===== config.mk =====
export PLATFORM = sky130hd
export DESIGN_NAME = load_ext_ctrl
export DESIGN_NICKNAME = d
export VERILOG_FILES = /design/src/rtl/crp16_ld_pkg.sv /design/src/rtl/extend_16.sv /design/src/rtl/load_ext_ctrl.sv
export SDC_FILE = /design/constraint.sdc
export NUM_CORES = 1
export LEC_CHECK = 0
export ABC_CLOCK_PERIOD_IN_PS = 2500
export CAP_MARGIN = 20
export CORE_UTILIZATION = 48
export CTS_CLUSTER_SIZE = 24
export DETAILED_ROUTE_END_ITERATION = 10
export GPL_ROUTABILITY_DRIVEN = 0
export GPL_TIMING_DRIVEN = 0
export PLACE_DENSITY = 0.85
export RECOVER_POWER = 50
export SYNTH_ARGS = -nofsm -noshare
export SYNTH_HDL_FRONTEND = slang
export SYNTH_SLANG_ARGS = --single-unit

===== constraint.sdc =====
create_clock -name clock -period 2.5 [get_ports clock]
set_input_delay 0.25 -clock clock [delete_from_list [all_inputs] [get_ports clock]]
set_output_delay 0.25 -clock clock [all_outputs]
set_load 0.05 [all_outputs]

===== src/rtl/crp16_ld_pkg.sv =====
// Shared definitions for the crp16 load sequencer: data width and FSM state encoding.
package crp16_ld_pkg;

   localparam int unsigned DataW = 16;

   typedef enum logic [1:0] {
      StIdle = 2'd0,
      StRd0  = 2'd1,
      StRd1  = 2'd2,
      StResp = 2'd3
   } ld_state_e;

endpackage


===== src/rtl/extend_16.sv =====
// Widens a val_width-bit value to 16 bits, sign-extending when zero_sign is set.
module extend_16 #(
   parameter int unsigned val_width = 8
) (
   input  logic [val_width-1:0] value,
   input  logic                 zero_sign,
   output logic [15:0]          result
);

   // Replicate the top bit only for signed extension
   always_comb begin
      result = {{(16 - val_width){zero_sign & value[val_width-1]}}, value};
   end

endmodule


===== src/rtl/load_ext_ctrl.sv =====
// crp16 memory-stage load sequencer: word-aligned reads, misaligned word split,
// byte extraction/extension and a valid/ready response to writeback.
module load_ext_ctrl
   import crp16_ld_pkg::*;
#(
   parameter int unsigned TIMEOUT_CYCLES = 255,
   parameter int unsigned TAG_WIDTH      = 3
) (
   input  logic                 clock,
   input  logic                 reset_n,
   input  logic                 req_valid,
   output logic                 req_ready,
   input  logic [DataW-1:0]     req_addr,
   input  logic                 req_word,
   input  logic                 req_signed,
   input  logic [TAG_WIDTH-1:0] req_tag,
   output logic                 mem_rd,
   output logic [DataW-1:0]     mem_addr,
   input  logic                 mem_ready,
   input  logic [DataW-1:0]     mem_rdata,
   output logic                 rsp_valid,
   input  logic                 rsp_ready,
   output logic [DataW-1:0]     rsp_data,
   output logic [TAG_WIDTH-1:0] rsp_tag,
   output logic                 rsp_err
);

   // Counter only ever holds 0 .. TIMEOUT_CYCLES-1
   localparam int unsigned CntW = (TIMEOUT_CYCLES > 1) ? $clog2(TIMEOUT_CYCLES) : 1;

   ld_state_e              state_q, state_d;
   logic [DataW-1:0]       addr_q;
   logic                   word_q;
   logic                   signed_q;
   logic [7:0]             lo_byte_q;
   logic [DataW-1:0]       mem_addr_q;
   logic [CntW-1:0]        cnt_q;
   logic [DataW-1:0]       rsp_data_q;
   logic [TAG_WIDTH-1:0]   rsp_tag_q;
   logic                   rsp_err_q;

   logic                   accept;
   logic                   rd_active;
   logic                   timed_out;
   logic                   split_word;
   logic [7:0]             byte_sel;
   logic [DataW-1:0]       byte_ext;
   logic [DataW-1:0]       merged;

   // Request/read status decode
   always_comb begin
      accept     = req_valid && (state_q == StIdle);
      rd_active  = (state_q == StRd0) || (state_q == StRd1);
      split_word = word_q && addr_q[0];
      // mem_ready in the limit cycle takes priority over the timeout
      timed_out  = (TIMEOUT_CYCLES != 0) && rd_active && !mem_ready &&
                   (cnt_q == CntW'(TIMEOUT_CYCLES - 1));
   end

   // Byte lane select and read-data merge
   always_comb begin
      byte_sel = addr_q[0] ? mem_rdata[15:8] : mem_rdata[7:0];
      if (state_q == StRd1) begin
         merged = {mem_rdata[7:0], lo_byte_q};
      end else if (word_q) begin
         merged = mem_rdata;
      end else begin
         merged = byte_ext;
      end
   end

   extend_16 #(
      .val_width (8)
   ) u_extend (
      .value     (byte_sel),
      .zero_sign (signed_q),
      .result    (byte_ext)
   );

   // State register
   always_ff @(posedge clock) begin
      if (!reset_n) begin
         state_q <= StIdle;
      end else begin
         state_q <= state_d;
      end
   end

   // Next-state logic
   always_comb begin
      state_d = state_q;
      unique case (state_q)
         StIdle: if (accept) state_d = StRd0;
         StRd0: begin
            if (mem_ready) state_d = split_word ? StRd1 : StResp;
            else if (timed_out) state_d = StResp;
         end
         StRd1:  if (mem_ready || timed_out) state_d = StResp;
         StResp: if (rsp_ready) state_d = StIdle;
         default: state_d = StIdle;
      endcase
   end

   // Outputs decoded from the registered state
   always_comb begin
      req_ready = (state_q == StIdle);
      mem_rd    = rd_active;
      rsp_valid = (state_q == StResp);
      mem_addr  = mem_addr_q;
      rsp_data  = rsp_data_q;
      rsp_tag   = rsp_tag_q;
      rsp_err   = rsp_err_q;
   end

   // Request capture, read address, timeout counter and response data
   always_ff @(posedge clock) begin
      if (!reset_n) begin
         addr_q     <= '0;
         word_q     <= 1'b0;
         signed_q   <= 1'b0;
         lo_byte_q  <= '0;
         mem_addr_q <= '0;
         cnt_q      <= '0;
         rsp_data_q <= '0;
         rsp_tag_q  <= '0;
         rsp_err_q  <= 1'b0;
      end else if (accept) begin
         addr_q     <= req_addr;
         word_q     <= req_word;
         signed_q   <= req_signed;
         rsp_tag_q  <= req_tag;
         rsp_err_q  <= 1'b0;
         mem_addr_q <= {req_addr[DataW-1:1], 1'b0};
         cnt_q      <= '0;
      end else if (rd_active) begin
         if (mem_ready) begin
            if ((state_q == StRd0) && split_word) begin
               // First half of a misaligned word: odd byte becomes the low byte
               lo_byte_q  <= mem_rdata[15:8];
               mem_addr_q <= mem_addr_q + 16'd2;
               cnt_q      <= '0;
            end else begin
               rsp_data_q <= merged;
            end
         end else if (timed_out) begin
            rsp_data_q <= '0;
            rsp_err_q  <= 1'b1;
         end else begin
            cnt_q <= cnt_q + CntW'(1);
         end
      end
   end

endmodule

==> flow_metrics.tcl <==
set metrics [dict create \
    status "completed" \
    nets 472 \
    drc_errors 0 \
    drv_slew 0 \
    grt_pass1_wl_um 12500 \
    critPathKind "flop to flop" \
    drtAntennaViolNets 0 \
    tritoncts "yes" \
    syn_to_final_growth_pct 34.4 \
    synth_edf_count 0 \
    ys.flop_type "dfxtp_1" \
    wl_per_cell_um 14.7 \
    postSynthAreaPerCell_sq_um 8.41 \
    cts.sinks 56 \
    hold_violations 0 \
    tns_ns 0 \
    yosysUniqueCellTypes 44 \
    clkLatencyLatePin_ns 0.32 \
    crit_chain "inv_1 > ha_2 > and4_1 > or4b_1 > clkbuf_1 > or3_1 > a31oi_1" \
    drt_iter0_markers 113 \
    end_kind "flop" \
    synth_fa_ha_area_share_pct 3.52 \
    first_pass_iters 4 \
    totalWireLength_um 7290 \
    slew_headroom_pct 48.2 \
    synthCells 338 \
    dpl.hpwl_um 5550 \
    num_io_pins 81 \
    period_share_pct 95.2 \
    final_common_cell "dfxtp_1" \
    async_flop_share_pct 0 \
    antenna_found_initial 0 \
    netlist_area_sq_mm 0.00284 \
    via_count 2811 \
    dieArea_sq_mm 0.00624 \
    gr-total-overflow 0 \
    yosysSeqAreaShare_pct 39.4 \
    cp.arrival_ns 2.64 \
    coreArea_sq_mm 0.00561 \
    dieWidth_um 79.0 \
    syn_nets 388 \
    dp_slack_ns 0.00961 \
    layout_common_cells "dfxtp_1, nand2_1, clkdlybuf4s50_1" \
    row_count 27 \
    cts.clk_slew.worst_paths_ns 0.11 \
    tightest_slew_ns 0.772 \
    leakage_nw 1.42 \
    synth_compound_area_share_pct 23.9 \
    synth_mux_area_share_pct 7.13 \
    setup_violations 0 \
    ctsResizeCount 1 \
    max_cap_violations 0 \
    skew_ns 0.00881 \
    ctsHoldBuffers 0 \
    power_density_mw_per_mm2 878 \
    clockBufferDepth 2 \
    grt_pass1_vias 2665 \
    cts_setup_buffers 0 \
    port-buffer-count 78 \
    max_freq_ghz 0.420 \
    synthXorXnorAreaFrac_pct 2.46 \
    h-tree-depth 2 \
    numCtsBuffers 5 \
    worst_slack_ns 0.120 \
    hp-class "input port to flop" \
    drive_gt1_share_pct 5.91 \
    via_per_inst 5.68 \
    start_kind "flop" \
    ys_ff_latch 56 \
    final.min_clock_period_ns 2.38 \
    cpPeakStageDelay_ns 0.46 \
    rsz0062_at_grt "false" \
    synth_top_family_by_area "compound AO/OA/AOI/OAI gates" \
    gr-usage-all-layers_pct 25.1 \
    clock-root-buffer "clkbuf_8" \
    die_h_um 79.0 \
    crit_slowest_cell "or4b_1" \
    yosys.area_share.simple_pct 19.2 \
    worstPathRequired_ns 2.76 \
    yosysWarnings 0 \
    worst-path-max-fanout 7 \
    initial_utilization_pct 50.7 \
    antenna_cells 0 \
    grt_max_degree 20 \
    ir_drop_mv 0.592 \
]
-- worst max-delay path: cells and delay by family, from the launching register on --
family	cells	cell delay [ns]
adder cells (fa/ha/maj)	1	0.41
buffers and inverters	2	0.30
flip-flops	1	0.38
AND/OR/NAND/NOR	3	1.05
AO/OA/AOI/OAI	1	0.17
-- cell usage after synthesis, types with 9 or more instances --
cell / instances / share of area [%]
a31oi_1: 9 / 2.0
a22o_1: 15 / 4.6
dfxtp_1: 56 / 39
nand3_1: 9 / 1.6
nand2_1: 49 / 6.5
clkbuf_1: 17 / 2.2
o21ai_0: 32 / 5.6
mux2i_1: 18 / 6.3
a21oi_1: 18 / 3.2
nor2_1: 17 / 2.2
-- routing by layer --
layer  vias up  part of all wire [%]  GRT usage, %
met5         -                     0             0
met4         0                   1.4          8.18
met3        11                   6.3          5.75
met2        93                    47          40.9
met1      1305                    46          32.7
li1       1402                     -             -
-- final cells by class --
cell class / count / area [sq um]
Tap cell: 72 / 90.1
Sequential cell: 56 / 1120
Buffer: 20 / 82.6
Clock buffer: 5 / 68.8
Timing Repair Buffer: 78 / 781
Fill cell: 469 / 1790
Inverter: 9 / 33.8
Clock inverter: 3 / 27.5
Multi-Input combinational cell: 252 / 1620
-- registers in the layout (all words and copies together) (netlist names) --
signal / flops
rsp_tag: 3
addr_q: 1
cnt_q: 8
rsp_err: 1
rsp_data: 16
signed_q: 1
state_q: 2
mem_addr: 15
word_q: 1
lo_byte_q: 8
-- cells by family after synthesis --
family,count (synthesis)
AOI/OAI and AO/OA,104
xor gates and xnor gates,8
adders and majority gates,8
buffers and inverters,30
DFF,56
muxes,20
other,1
and+or+nand+nor,111
-- report_power, final --
group	total (mW)	internal, mW	switching [mW]
Clock	0.524	0.206	0.318
Combinational	1.66	0.546	1.12
Sequential	1.17	1.04	0.132
Total	3.36	1.79	1.56
-- final timing paths --
path                                 start           end  slack, ns  cells after the start
worst max-delay path            state_q[0]  mem_addr[10]       0.12                      7
worst min-delay path             mem_ready      cnt_q[4]       0.43                      4
worst max register to register  state_q[0]  mem_addr[10]       0.12                      7
worst min register to register  rsp_tag[1]    rsp_tag[1]       0.46                      2
-- metrics by stage --
step / total power [mW] / cells / hold WS (ns) / utilization (%) / area (sq um)
2_1_floorplan: 2.32 / 338 / 0.386 / - / 2840
3_3_place_gp: 2.84 / 488 / 0.451 / 66.2 / 3710
3_5_place_dp: 2.87 / 488 / 0.453 / 66.2 / 3710
4_1_cts: 3.39 / 496 / 0.435 / 68.1 / 3820
5_1_grt: 3.57 / 495 / 0.459 / 68.2 / 3820
6_report: 3.36 / 495 / 0.426 / 68.2 / 3820
Power figures use the tool's default switching activity.
